`src/rtl/reg_read_stage_if.sv`:
```
// Handshake bundle between decode, the register-read stage and execute.
// master = upstream/downstream environment, slave = the register-read stage.
interface reg_read_stage_if #(
   parameter int XLEN      = 32,
   parameter int PAYLOAD_W = 32
);
   logic                 in_valid;
   logic                 in_ready;
   logic [4:0]           in_rs1_addr;
   logic [4:0]           in_rs2_addr;
   logic [4:0]           in_rd_addr;
   logic                 in_rd_we;
   logic [PAYLOAD_W-1:0] in_payload;

   logic                 out_valid;
   logic                 out_ready;
   logic [XLEN-1:0]      out_op1;
   logic [XLEN-1:0]      out_op2;
   logic [4:0]           out_rd_addr;
   logic                 out_rd_we;
   logic [PAYLOAD_W-1:0] out_payload;

   modport master (
      output in_valid, in_rs1_addr, in_rs2_addr, in_rd_addr, in_rd_we, in_payload,
      input  in_ready,
      input  out_valid, out_op1, out_op2, out_rd_addr, out_rd_we, out_payload,
      output out_ready
   );

   modport slave (
      input  in_valid, in_rs1_addr, in_rs2_addr, in_rd_addr, in_rd_we, in_payload,
      output in_ready,
      output out_valid, out_op1, out_op2, out_rd_addr, out_rd_we, out_payload,
      input  out_ready
   );
endinterface

```
`src/rtl/reg_read_stage.sv`:
```
// Register-read stage: busy-bit scoreboard for RAW/WAW stalls, writeback bypass,
// and a single output register toward execute.
module reg_read_stage #(
   parameter int XLEN      = 32,
   parameter int PAYLOAD_W = 32
) (
   input  logic              clk,
   input  logic              rst_n,
   input  logic              flush,
   reg_read_stage_if.slave   bus,
   output logic [4:0]        rd_p1_addr,
   output logic [4:0]        rd_p2_addr,
   input  logic [XLEN-1:0]   rs1,
   input  logic [XLEN-1:0]   rs2,
   input  logic              wb_en,
   input  logic [4:0]        wb_addr,
   input  logic [XLEN-1:0]   wb_data
);

   logic [31:0]     busy;
   logic [31:0]     busy_nxt;
   logic            hit1, hit2, hitd;
   logic            stall1, stall2, stall_waw;
   logic            fire;
   logic [XLEN-1:0] op1_sel, op2_sel;

   assign rd_p1_addr = bus.in_rs1_addr;
   assign rd_p2_addr = bus.in_rs2_addr;

   always_comb begin
      hit1 = wb_en && (wb_addr == bus.in_rs1_addr) && (bus.in_rs1_addr != 5'd0);
      hit2 = wb_en && (wb_addr == bus.in_rs2_addr) && (bus.in_rs2_addr != 5'd0);
      hitd = wb_en && (wb_addr == bus.in_rd_addr)  && (bus.in_rd_addr  != 5'd0);

      stall1    = (bus.in_rs1_addr != 5'd0) && busy[bus.in_rs1_addr] && !hit1;
      stall2    = (bus.in_rs2_addr != 5'd0) && busy[bus.in_rs2_addr] && !hit2;
      stall_waw = bus.in_rd_we && (bus.in_rd_addr != 5'd0) && busy[bus.in_rd_addr] && !hitd;

      bus.in_ready = !stall1 && !stall2 && !stall_waw && !flush &&
                     (!bus.out_valid || bus.out_ready);
      fire = bus.in_valid && bus.in_ready;

      if (bus.in_rs1_addr == 5'd0) op1_sel = '0;
      else if (hit1)               op1_sel = wb_data;
      else                         op1_sel = rs1;

      if (bus.in_rs2_addr == 5'd0) op2_sel = '0;
      else if (hit2)               op2_sel = wb_data;
      else                         op2_sel = rs2;
   end

   // Clears first, then the issuing instruction's set so a same-index set wins.
   always_comb begin
      busy_nxt = busy;
      if (wb_en && (wb_addr != 5'd0))
         busy_nxt[wb_addr] = 1'b0;
      if (flush && bus.out_valid && bus.out_rd_we && (bus.out_rd_addr != 5'd0))
         busy_nxt[bus.out_rd_addr] = 1'b0;
      if (fire && bus.in_rd_we && (bus.in_rd_addr != 5'd0))
         busy_nxt[bus.in_rd_addr] = 1'b1;
      busy_nxt[0] = 1'b0;
   end

   always_ff @(posedge clk or negedge rst_n) begin
      if (!rst_n) begin
         busy <= '0;
      end else begin
         busy <= busy_nxt;
      end
   end

   always_ff @(posedge clk or negedge rst_n) begin
      if (!rst_n) begin
         bus.out_valid   <= 1'b0;
         bus.out_op1     <= '0;
         bus.out_op2     <= '0;
         bus.out_rd_addr <= '0;
         bus.out_rd_we   <= 1'b0;
         bus.out_payload <= '0;
      end else if (flush) begin
         bus.out_valid <= 1'b0;
      end else if (fire) begin
         bus.out_valid   <= 1'b1;
         bus.out_op1     <= op1_sel;
         bus.out_op2     <= op2_sel;
         bus.out_rd_addr <= bus.in_rd_addr;
         bus.out_rd_we   <= bus.in_rd_we;
         bus.out_payload <= bus.in_payload;
      end else if (bus.out_ready) begin
         bus.out_valid <= 1'b0;
      end
   end

endmodule

```
`src/flat_wrapper.sv`:
```
// flat-port wrapper written by rule: the top's interface ports become plain ports
module reg_read_stage_flat 
#(
   parameter int XLEN      = 32,
   parameter int PAYLOAD_W = 32
)
  (clk, rst_n, flush, rd_p1_addr, rd_p2_addr, rs1, rs2, wb_en, wb_addr, wb_data, bus_in_valid, bus_in_rs1_addr, bus_in_rs2_addr, bus_in_rd_addr, bus_in_rd_we, bus_in_payload, bus_in_ready, bus_out_valid, bus_out_op1, bus_out_op2, bus_out_rd_addr, bus_out_rd_we, bus_out_payload, bus_out_ready);
  reg_read_stage_if #(.XLEN(XLEN), .PAYLOAD_W(PAYLOAD_W)) bus_i ();
  input  logic clk;
  input  logic rst_n;
  input  logic flush;
  output logic [4:0] rd_p1_addr;
  output logic [4:0] rd_p2_addr;
  input  logic [XLEN-1:0] rs1;
  input  logic [XLEN-1:0] rs2;
  input  logic wb_en;
  input  logic [4:0] wb_addr;
  input  logic [XLEN-1:0] wb_data;
  input wire logic [$bits(bus_i.in_valid)-1:0] bus_in_valid;
  input wire logic [$bits(bus_i.in_rs1_addr)-1:0] bus_in_rs1_addr;
  input wire logic [$bits(bus_i.in_rs2_addr)-1:0] bus_in_rs2_addr;
  input wire logic [$bits(bus_i.in_rd_addr)-1:0] bus_in_rd_addr;
  input wire logic [$bits(bus_i.in_rd_we)-1:0] bus_in_rd_we;
  input wire logic [$bits(bus_i.in_payload)-1:0] bus_in_payload;
  output wire logic [$bits(bus_i.in_ready)-1:0] bus_in_ready;
  output wire logic [$bits(bus_i.out_valid)-1:0] bus_out_valid;
  output wire logic [$bits(bus_i.out_op1)-1:0] bus_out_op1;
  output wire logic [$bits(bus_i.out_op2)-1:0] bus_out_op2;
  output wire logic [$bits(bus_i.out_rd_addr)-1:0] bus_out_rd_addr;
  output wire logic [$bits(bus_i.out_rd_we)-1:0] bus_out_rd_we;
  output wire logic [$bits(bus_i.out_payload)-1:0] bus_out_payload;
  input wire logic [$bits(bus_i.out_ready)-1:0] bus_out_ready;
  assign bus_i.in_valid = bus_in_valid;
  assign bus_i.in_rs1_addr = bus_in_rs1_addr;
  assign bus_i.in_rs2_addr = bus_in_rs2_addr;
  assign bus_i.in_rd_addr = bus_in_rd_addr;
  assign bus_i.in_rd_we = bus_in_rd_we;
  assign bus_i.in_payload = bus_in_payload;
  assign bus_in_ready = bus_i.in_ready;
  assign bus_out_valid = bus_i.out_valid;
  assign bus_out_op1 = bus_i.out_op1;
  assign bus_out_op2 = bus_i.out_op2;
  assign bus_out_rd_addr = bus_i.out_rd_addr;
  assign bus_out_rd_we = bus_i.out_rd_we;
  assign bus_out_payload = bus_i.out_payload;
  assign bus_i.out_ready = bus_out_ready;
  reg_read_stage #(.XLEN(XLEN), .PAYLOAD_W(PAYLOAD_W)) u_core (.clk(clk), .rst_n(rst_n), .flush(flush), .bus(bus_i), .rd_p1_addr(rd_p1_addr), .rd_p2_addr(rd_p2_addr), .rs1(rs1), .rs2(rs2), .wb_en(wb_en), .wb_addr(wb_addr), .wb_data(wb_data));
endmodule
```
`config.mk`:
```
export PLATFORM = sky130hd
export DESIGN_NAME = reg_read_stage_flat
export DESIGN_NICKNAME = d
export VERILOG_FILES = /design/src/rtl/reg_read_stage_if.sv /design/src/rtl/reg_read_stage.sv /design/src/flat_wrapper.sv
export SDC_FILE = /design/constraint.sdc
export NUM_CORES = 1
export LEC_CHECK = 0
export ABC_CLOCK_PERIOD_IN_PS = 4200
export BUFFER_PORTS_ARGS = -buffer_cell sky130_fd_sc_hd__buf_2
export CORE_MARGIN = 1.5
export CORE_UTILIZATION = 34
export CTS_BUF_LIST = sky130_fd_sc_hd__clkbuf_8
export DETAILED_ROUTE_END_ITERATION = 8
export PLACE_DENSITY_LB_ADDON = 0.12
export SETUP_SLACK_MARGIN = 0.5
export SYNTH_ARGS = -nofsm -noshare
export SYNTH_HDL_FRONTEND = slang
export SYNTH_SLANG_ARGS = --single-unit
```
`constraint.sdc`:
```
create_clock -name clk -period 4.2 [get_ports clk]
set_input_delay 0 -clock clk [delete_from_list [all_inputs] [get_ports clk]]
set_output_delay 0 -clock clk [all_outputs]
set_load 0.05 [all_outputs]
```
==> results_dict.tcl, run 1 <==
set metrics [dict create \
    status "completed" \
    max-slew-margin-rel_pct 25.81 \
    fmax_mhz 302.7 \
    r2r_slack_ps 900 \
    whs_path_depth 4 \
    synth_edf_count 0 \
    ctsHoldBuffers 164 \
    fillers 2050 \
    die_area_sq_um 23570 \
    die_y_microns 153.5 \
    maxSlewViolCount 0 \
    fin_crit_sh_pct 78.66 \
    netlist_area_sq_um 7702 \
    power_frac_seq_pct 34.4 \
    coreArea_sq_um 22030 \
    power.internal_w 0.002881 \
    area_growth_pct 44.85 \
    wl_microns 25680 \
    power_frac_comb_pct 46.5 \
    clock-root-buffer "clkbuf_8" \
    synthCells 667 \
    die_w_microns 153.5 \
    ys.flop_type "dfrtp_1" \
    worst-path-max-fanout 134 \
    crit-reg2reg-launch "u_core.busy[19]$_DFF_PN0_" \
    power_w 0.005404 \
    gp_congestion 0.8420 \
    antenna_found_initial 1 \
    r2r_cells 9 \
    cts_tree "done" \
    synth_area_per_cell_sq_um 11.55 \
    p_leak_nw 5.055 \
    fin_nets 1213 \
    cts_buffers 17 \
    irDropWorstVdd_v 0.0003393 \
    drtAntennaViolNets 0 \
    yosysTopAreaCell "dfrtp_1" \
    yosys_warnings 0 \
    highest_layer "met4" \
    wl_met2_microns 12390 \
    multi_input_area_sq_um 4025 \
    port_buffers 268 \
    grt_pass1_vias 7453 \
    path_buf_inv 2 \
    ios 269 \
    rsz0062_at_grt "false" \
    grt.total_usage_pct 21.73 \
    clock_path_buffers 2 \
    swShare_pct 46.68 \
    utilization_pct 50.65 \
    ys_ff_latch 134 \
    rows 54 \
    synth_area_leaders "dfrtp_1 (44%), mux2_2 (12%), mux2i_1 (11%)" \
    vias 7073 \
    fin_worst_skew_ps 16.64 \
    grt_first_pass_wirelength_microns 40160 \
    first_pass_iters 5 \
    syn-num-nets 822 \
    period_minus_slack_ps 3304 \
    path_clk_slew_ps 90 \
    worst_setup_path_end_kind "register" \
    worst-path-stages 9 \
    hpwl_microns 16500 \
    clk_latency_ps 450 \
    clock-sinks 134 \
    wl_per_cell_microns 18.99 \
    tightestPinTransition_ps 1113 \
    h-tree-depth 4 \
    crit_path_end "u_core.bus.out_valid$_DFFE_PN0P_" \
    power.switching_w 0.002523 \
    cp.required_ps 4590 \
    post-cts-setup-buffers 0 \
    cp_cell_sequence "mux4_2, a32o_1, a2111oi_2, a31oi_1, nor4_4, nand2_8, buf_12, o21ai_0, dlygate4sd3_1" \
    cp_top_family "compound AO/OA/AOI/OAI gates" \
    wl_met3_microns 1746 \
    wl_met1_microns 11000 \
    crit_path_max_incr_delay_ps 560 \
    viasPerCell 5.232 \
    async_reset_ff_share_pct 100.0 \
    pwr-share-clk_pct 19.1 \
    tns_ps 0 \
    finalHoldViolCount 0 \
    hold_class "in2reg" \
    cp-startpoint "u_core.busy[19]$_DFF_PN0_" \
    reg2reg_to "u_core.bus.out_valid$_DFFE_PN0P_" \
    drt-initial-drc-count 422 \
    drive_above_1_share_pct 40.62 \
    drc 0 \
    cts_resized 0 \
    grt_max_degree 135 \
    start_kind "register" \
    cp_slowest_cell "dlygate4sd3_1" \
    power.density_nw_per_um2 484.3 \
    regArea_sq_um 3353 \
    seq_area_frac_synth_pct 43.53 \
    critical_path_class "reg2reg" \
    synth_cell_types 49 \
    synth_top_area_share_pct 43.53 \
    setup_viol 0 \
    grt_overflow 0 \
    initial_core_util_pct 34.97 \
    cap_viol_max_count 0 \
    crit_arrival_ps 3690 \
]
[cell usage after synthesis, types with 4 or more instances]
cell type / count
dfrtp_1: 134
o31ai_1: 32
mux2_2: 80
or3b_2: 7
nor2b_1: 6
a21oi_1: 5
buf_6: 4
inv_1: 4
nor2_1: 76
buf_1: 5
buf_2: 16
buf_4: 10
nor4_1: 4
mux4_2: 7
nand2b_1: 6
mux2i_1: 88
or3_1: 4
nand3b_1: 14
nand2_1: 11
xor2_1: 12
o221ai_1: 31
mux2_4: 28
o21ai_0: 4
clkbuf_1: 30
nand3_1: 14
[per-layer routing]
metal	GRT usage (%)	vias to the layer above
met3	5.750	35
met2	36.03	294
met4	6.472	0
met5	0	-
li1	-	3247
met1	27.82	3497
[power groups by stage]
stage | clock network (W) | registers [W] | logic (W)
after floorplan | 0 | 0.00300 | 0.000619
after global placement | 0 | 0.00187 | 0.00238
after detailed placement | 0 | 0.00187 | 0.00240
after CTS | 0.00107 | 0.00186 | 0.00252
after global routing | 0.00112 | 0.00191 | 0.00262
final | 0.00103 | 0.00186 | 0.00251
[worst min path at each step]
| stage | startpoint | endpoint | slack (ps) |
|---|---|---|---|
| after floorplan | rst_n | u_core.bus.out_op1[0]$_DFFE_PN0P_ | -300 |
| after global placement | rst_n | u_core.bus.out_payload[0]$_DFFE_PN0P_ | 170 |
| final | wb_data[19] | u_core.bus.out_op1[19]$_DFFE_PN0P_ | 30 |
| after global routing | bus_in_rd_addr[4] | u_core.bus.out_rd_addr[4]$_DFFE_PN0P_ | 5 |
| after CTS | wb_data[19] | u_core.bus.out_op1[19]$_DFFE_PN0P_ | 4 |
| after detailed placement | rst_n | u_core.bus.out_payload[21]$_DFFE_PN0P_ | 170 |
[registers in the layout, indices dropped and copies added (netlist names)]
signal / count
u_core.bus.out_rd_addr: 5
u_core.bus.out_op2: 32
u_core.bus.out_rd_we: 1
u_core.bus.out_payload: 32
u_core.bus.out_op1: 32
u_core.bus.out_valid: 1
u_core.busy: 31
[worst min-delay path: stages]
cell	delay (ps)
buf_2	90
mux2i_1	100
nor2_1	90
mux2_2	140
[cell families after synthesis]
logic type             count (synthesis)  share of synthesized area, %
XOR/XNOR                              15                         1.706
AO/OA/AOI/OAI                         93                         9.552
multiplexers                         203                         30.64
buffers and inverters                 69                         4.500
flip-flops                           134                         43.53
AND/OR/NAND/NOR                      153                         10.07
[layout by cell type (no fill, tap or decap), types with 6 or more instances in the layout]
master / instances
buf_2: 267
dlygate4sd3_1: 164
dfrtp_1: 134
mux2i_1: 88
mux2_2: 80
nor2_1: 76
o31ai_1: 32
o221ai_1: 31
mux2_4: 28
clkbuf_8: 19
nand3_1: 14
nand3b_1: 14
xor2_1: 12
nand2_1: 11
or3b_2: 7
mux4_2: 7
nor2b_1: 6
nand2b_1: 6
[per-stage QoR]
step	hold WS, ps	worst slack (ps)	area, sq um	cells
4_1_cts	3.756	928.4	11150	1351
2_1_floorplan	-295.6	1071	7702	667
3_5_place_dp	167.4	1179	9141	1155
5_1_grt	4.506	708.5	11160	1352
6_report	26.24	896.4	11160	1352
3_3_place_gp	174.0	1244	9141	1155
[layout make-up]
| type | instances | share of cell area, % |
|---|---|---|
| timing repair buffer | 437 | 27.24 |
| antenna | 1 | 0.02243 |
| inverter | 4 | 0.1346 |
| clock buffer | 19 | 2.344 |
| clock inverter | 13 | 0.9869 |
| tap | 280 | 3.140 |
| multi-input combinational | 464 | 36.08 |
| sequential | 134 | 30.05 |
Power figures use the tool's default switching activity.
==> run 2, diff against run 1 <==
Settings changed: ABC_CLOCK_PERIOD_IN_PS 4200 to 3200.
Clock period 4.2 ns to 3.2 ns, I/O delays scaled along.
==> run 2 against run 1 <==
  * The flow now finishes with violations (negative hold slack)
  * Critical path depth stayed put
  * Sequential share of layout area down 1.3 points
  * Die area stayed put
  * Highest routed layer unchanged
  * First-iteration DRC count increased by 0.47%
  * Largest power group unchanged
  * Global-route usage up 1.5 points
  * Total power up 38%
  * Maximum frequency rose by 21%
  * Non-clock buffer count increased by 15
==> results_dict.tcl, run 2 (synthesis results as in run 1) <==
set metrics [dict create \
    cp.required_ps 3540 \
    cts_buffers 17 \
    min_to "u_core.bus.out_op2[2]$_DFFE_PN0P_" \
    coreArea_sq_um 22030 \
    die_y_microns 153.5 \
    clock_path_buffers 2 \
    multi_input_area_sq_um 4134 \
    drtAntennaViolNets 0 \
    fin_area_sq_um 11640 \
    grt_pass1_vias 7696 \
    setup_viol 0 \
    r2r_cells 9 \
    hp-start "wb_data[2]" \
    rows 54 \
    clock-sinks 134 \
    period_minus_slack_ps 2722 \
    worst-path-max-fanout 9 \
    status "finished, violations left" \
    p_leak_nw 5.305 \
    tns_ps 0 \
    die_w_microns 153.5 \
    hpwl_microns 17860 \
    whs_path_depth 4 \
    fillers 1995 \
    place_inst 1162 \
    cap_viol_max_count 0 \
    max-slew-margin-rel_pct 58.98 \
    initial_core_util_pct 34.97 \
    fin_nets 1230 \
    worst_setup_path_end_kind "register" \
    clk_latency_ps 460 \
    cp_cell_sequence "mux4_2, a32o_2, a2111oi_4, a31oi_2, nor4_4, buf_6, nand2_8, buf_16, mux2_4" \
    fin_crit_sh_pct 85.05 \
    finalHoldWorstSlack_ps -2.475 \
    fin_worst_skew_ps 12.76 \
    reg2reg_to "u_core.bus.out_payload[21]$_DFFE_PN0P_" \
    drc 0 \
    irDropWorstVdd_v 0.0004999 \
    ios 269 \
    antenna_found_initial 2 \
    finalHoldViolCount 1 \
    die_area_sq_um 23570 \
    cts_tree "done" \
    grt_max_degree 75 \
    area_growth_pct 51.15 \
    final_cell_mix "buf_2 (267), dlygate4sd3_1 (158), dfrtp_1 (134), mux2i_1 (88), mux2_2 (80)" \
    cp_slowest_cell "mux4_2" \
    crit_arrival_ps 3060 \
    place_area_sq_um 9244 \
    grt.total_usage_pct 23.26 \
    regArea_sq_um 3353 \
    path_buf_inv 2 \
    gp_congestion 0.8415 \
    first_pass_iters 5 \
    violations "negative hold slack" \
    top_regs "u_core.bus.out_op1: 32 flops, u_core.bus.out_op2: 32 flops, u_core.bus.out_payload: 32 flops" \
    critical_path_class "reg2reg" \
    path_clk_slew_ps 80 \
    drt-initial-drc-count 424 \
    final_common_cell "buf_2" \
    wl_per_cell_microns 20.75 \
    port_buffers 268 \
    wl_microns 28400 \
    drive_above_1_share_pct 43.33 \
    clock-root-buffer "clkbuf_8" \
    tightestPinTransition_ps 613.5 \
    hold_class "in2reg" \
    vias 7337 \
    crit_path_max_incr_delay_ps 480 \
    h-tree-depth 4 \
    crit-reg2reg-launch "u_core.busy[18]$_DFF_PN0_" \
    power.density_nw_per_um2 639.1 \
    instances_no_fill 1369 \
    maxSlewViolCount 0 \
    grt_overflow 0 \
    grt_first_pass_wirelength_microns 42700 \
    viasPerCell 5.359 \
    fmax_mhz 367.4 \
    cp_top_family "multiplexers" \
    r2r_slack_ps 480 \
    rsz0062_at_grt "true" \
    start_kind "register" \
]
[run 2: changes by cell type in the layout (fill, tap and decap cells not counted), moves of 2 or more]
cell / before / now
buf_12: 1 / 3
buf_16: 0 / 4
buf_4: 4 / 11
buf_8: 0 / 2
bufinv_16: 0 / 4
clkbuf_16: 0 / 5
clkbuf_8: 19 / 17
dlygate4sd3_1: 164 / 158
inv_6: 5 / 2
nand2_4: 0 / 2
o31ai_1: 32 / 19
o31ai_2: 0 / 13
[run 2: where the power goes]
part,switching [W],leakage (nW),internal (W)
Sequential,0.000292,1.66,0.00215
Combinational,0.00231,3.43,0.00109
Clock,0.000749,0.216,0.000856
[run 2: through the flow]
step	setup WS [ps]	total power, W	hold slack [ps]	utilization (%)
6_report	478.4	0.007441	-2.475	52.86
2_1_floorplan	222.1	0.004758	-295.6	-
5_1_grt	385.6	0.007752	12.89	52.86
3_3_place_gp	330.3	0.005605	26.56	41.97
4_1_cts	411.7	0.007427	1.167	51.60
3_5_place_dp	333.3	0.005622	17.80	41.97
[run 2: how the worst max path moves through the flow]
stage | start | endpoint | slack, ps | depth (start not counted)
2_1_floorplan | u_core.busy[19]$_DFF_PN0_ | u_core.bus.out_payload[0]$_DFFE_PN0P_ | 220 | 9
3_3_place_gp | bus_in_rs1_addr[0] | u_core.bus.out_payload[10]$_DFFE_PN0P_ | 330 | 10
3_5_place_dp | u_core.busy[19]$_DFF_PN0_ | u_core.bus.out_payload[7]$_DFFE_PN0P_ | 330 | 8
4_1_cts | u_core.busy[18]$_DFF_PN0_ | u_core.bus.out_payload[0]$_DFFE_PN0P_ | 410 | 9
5_1_grt | u_core.busy[18]$_DFF_PN0_ | u_core.bus.out_payload[20]$_DFFE_PN0P_ | 390 | 9
6_report | u_core.busy[18]$_DFF_PN0_ | u_core.bus.out_payload[21]$_DFFE_PN0P_ | 480 | 9
[run 2: worst reg2reg max path, cell delays in order, from the launching register on]
cell and delay (ps):
dfrtp_1 410, mux4_2 490, a32o_2 320, a2111oi_4 210
a31oi_2 160, nor4_4 180, buf_6 180, nand2_8 150
buf_16 210, mux2_4 300
[run 2: layout make-up]
cell class,instances,share of cell area (%)
antenna,2,0.04299
clock buffer,17,2.010
clock inverter,14,1.741
inverter,4,0.1290
multi-input combinational,466,35.51
sequential,134,28.80
tap,280,3.009
timing repair buffer,452,28.76
[run 2: what timing repair did]
action                     CTS  global route
hold endpoints to repair   156             0
cloned                       2             8
setup buffers                6             0
gates resized for setup      5            22
pin swaps                    3             1
hold buffers               158             0
setup endpoints to repair  109           133
[run 2: routing by layer]
layer | vias up | routed length (microns) | track usage [%] | share of wire (%)
met3 | 47 | 1915 | 5.722 | 6.7
met4 | 0 | 753 | 9.015 | 2.7
met5 | - | 0 | 0 | 0
met1 | 3653 | 11750 | 28.63 | 41
met2 | 345 | 13980 | 39.28 | 49
li1 | 3292 | - | - | -
==> run 3, diff against run 2 <==
Settings changed: CELL_PAD_IN_SITES_DETAIL_PLACEMENT set to 1, CELL_PAD_IN_SITES_GLOBAL_PLACEMENT set to 1.
==> run 3 against run 2 <==
  * The flow now finishes without violations
  * Non-clock buffer count is 7 higher
  * Clock skew is 2.0 ps higher
  * Design area is 0.87% higher
  * Clock power is 11% lower
  * Core utilization is 0.46 points higher
  * Total power is 0.34% lower
  * Largest power group unchanged
==> results_dict.tcl, run 3 (synthesis results as in run 1) <==
set metrics [dict create \
    status "completed" \
    grt_pass1_vias 8297 \
    viasPerCell 5.443 \
    min_to "u_core.bus.out_op1[18]$_DFFE_PN0P_" \
    clk_latency_ps 460 \
    h-tree-depth 4 \
    vias 7495 \
    grt_first_pass_wirelength_microns 48490 \
    whs_path_depth 4 \
    worst_slack_ps 487.0 \
    finalHoldWorstSlack_ps 15.89 \
    die_w_microns 153.5 \
    power.density_nw_per_um2 631.4 \
    reg2reg_to "u_core.bus.out_payload[28]$_DFFE_PN0P_" \
    top_regs "u_core.bus.out_op1: 32 flops, u_core.bus.out_op2: 32 flops, u_core.bus.out_payload: 32 flops" \
    drt-initial-drc-count 469 \
    hpwl_microns 19420 \
    max-slew-margin-rel_pct 43.01 \
    drtAntennaViolNets 0 \
    crit_arrival_ps 3070 \
    clock_path_buffers 2 \
    worst_setup_path_end_kind "register" \
    setup_viol 0 \
    tns_ps 0 \
    gp_congestion 0.9124 \
    cp_top_family "multiplexers" \
    first_pass_iters 4 \
    wl_per_cell_microns 23.71 \
    utilization_pct 53.32 \
    die_y_microns 153.5 \
    cap_viol_max_count 0 \
    cp_cell_sequence "mux4_2, a32o_2, a2111oi_4, a31oi_2, nor4_4, buf_6, nand2_8, buf_12, buf_16, mux2_2" \
    final_common_cell "buf_2" \
    path_clk_slew_ps 100 \
    fin_nets 1238 \
    critical_path_class "reg2reg" \
    place_ws_ps 321.1 \
    cts_buffers 17 \
    wl_microns 32650 \
    r2r_slack_ps 490 \
    coreArea_sq_um 22030 \
    grt_max_degree 84 \
    hold_class "in2reg" \
    initial_core_util_pct 34.97 \
    rsz0062_at_grt "true" \
    period_minus_slack_ps 2713 \
    grt.total_usage_pct 26.86 \
    fmax_mhz 368.6 \
    rows 54 \
    clock-sinks 134 \
    worst-path-stages 10 \
    port_buffers 268 \
    worst-path-max-fanout 10 \
    p_leak_nw 5.323 \
    r2r_cells 10 \
    fin_worst_skew_ps 14.79 \
    ios 269 \
    path_buf_inv 3 \
    fillers 2391 \
    start_kind "register" \
    finalHoldViolCount 0 \
    die_area_sq_um 23570 \
    area_growth_pct 52.47 \
    grt_overflow 0 \
    fin_crit_sh_pct 84.78 \
    crit_path_max_incr_delay_ps 490 \
    clock-root-buffer "clkbuf_8" \
    final_cell_mix "buf_2 (267), dlygate4sd3_1 (159), dfrtp_1 (134), mux2i_1 (88), mux2_2 (80)" \
    maxSlewViolCount 0 \
    tightestPinTransition_ps 852.3 \
    drive_above_1_share_pct 44.16 \
    cts_tree "done" \
    drc 0 \
    crit-reg2reg-launch "u_core.busy[18]$_DFF_PN0_" \
    antenna_found_initial 1 \
    cp_slowest_cell "mux4_2" \
    irDropWorstVdd_v 0.0005210 \
    hp-start "wb_data[18]" \
    cp.required_ps 3560 \
]
==> run 3: final cells by class <==
class | count | area (sq um) | share of cell area (%)
Inverter | 4 | 15.01 | 0.1278
Antenna cell | 1 | 2.502 | 0.02131
Clock buffer | 17 | 234.0 | 1.992
Sequential cell | 134 | 3353 | 28.55
Tap cell | 280 | 350.3 | 2.983
Clock inverter | 15 | 153.9 | 1.310
Timing Repair Buffer | 459 | 3381 | 28.79
Multi-Input combinational cell | 467 | 4254 | 36.22
==> run 3: routing by layer <==
layer | wire length [microns] | share of wire [%] | vias to the layer above | global-route usage, %
met2 | 16640 | 51 | 352 | 47.36
li1 | - | - | 3309 | -
met1 | 12820 | 39 | 3767 | 31.12
met3 | 2173 | 6.7 | 67 | 6.623
met4 | 1011 | 3.1 | 0 | 11.10
met5 | 0 | 0 | - | 0
==> run 3: tightest hold or removal path, stage by stage <==
cell	delay, ps
buf_2	120
mux2i_1	100
nor2_1	90
mux2_2	140
==> run 3: timing repair <==
action | 4_1_cts | 5_1_grt
pin swaps | 3 | 6
setup buffers | 12 | 0
gates cloned | 4 | 7
resized for setup | 12 | 26
setup endpoints to repair | 115 | 134
endpoints found under the hold margin | 183 | 1
hold buffers | 158 | 1
==> run 3: worst max path at each step <==
stage | startpoint | to | slack, ps
global placement | bus_in_rd_addr[0] | u_core.bus.out_op2[24]$_DFFE_PN0P_ | 370
detailed placement | bus_in_rd_addr[0] | u_core.bus.out_op1[31]$_DFFE_PN0P_ | 320
finish | u_core.busy[18]$_DFF_PN0_ | u_core.bus.out_payload[28]$_DFFE_PN0P_ | 490
floorplan | u_core.busy[19]$_DFF_PN0_ | u_core.bus.out_payload[0]$_DFFE_PN0P_ | 220
CTS | u_core.busy[16]$_DFF_PN0_ | u_core.bus.out_payload[28]$_DFFE_PN0P_ | 460
global route | u_core.busy[18]$_DFF_PN0_ | bus_in_ready | 420
==> run 3: per-stage QoR <==
step	total power, W	std cells	cell area [sq um]
2_1_floorplan	0.004758	667	7714
3_3_place_gp	0.005622	1162	9231
3_5_place_dp	0.005681	1162	9231
4_1_cts	0.007325	1368	11450
5_1_grt	0.007713	1377	11740
6_report	0.007415	1377	11740
==> run 3: power breakdown <==
part | leakage [nW] | internal, W | switching (W)
Combinational | 3.47 | 0.00110 | 0.00240
Clock | 0.194 | 0.000588 | 0.000844
Sequential | 1.66 | 0.00215 | 0.000341
Total | 5.32 | 0.00383 | 0.00358
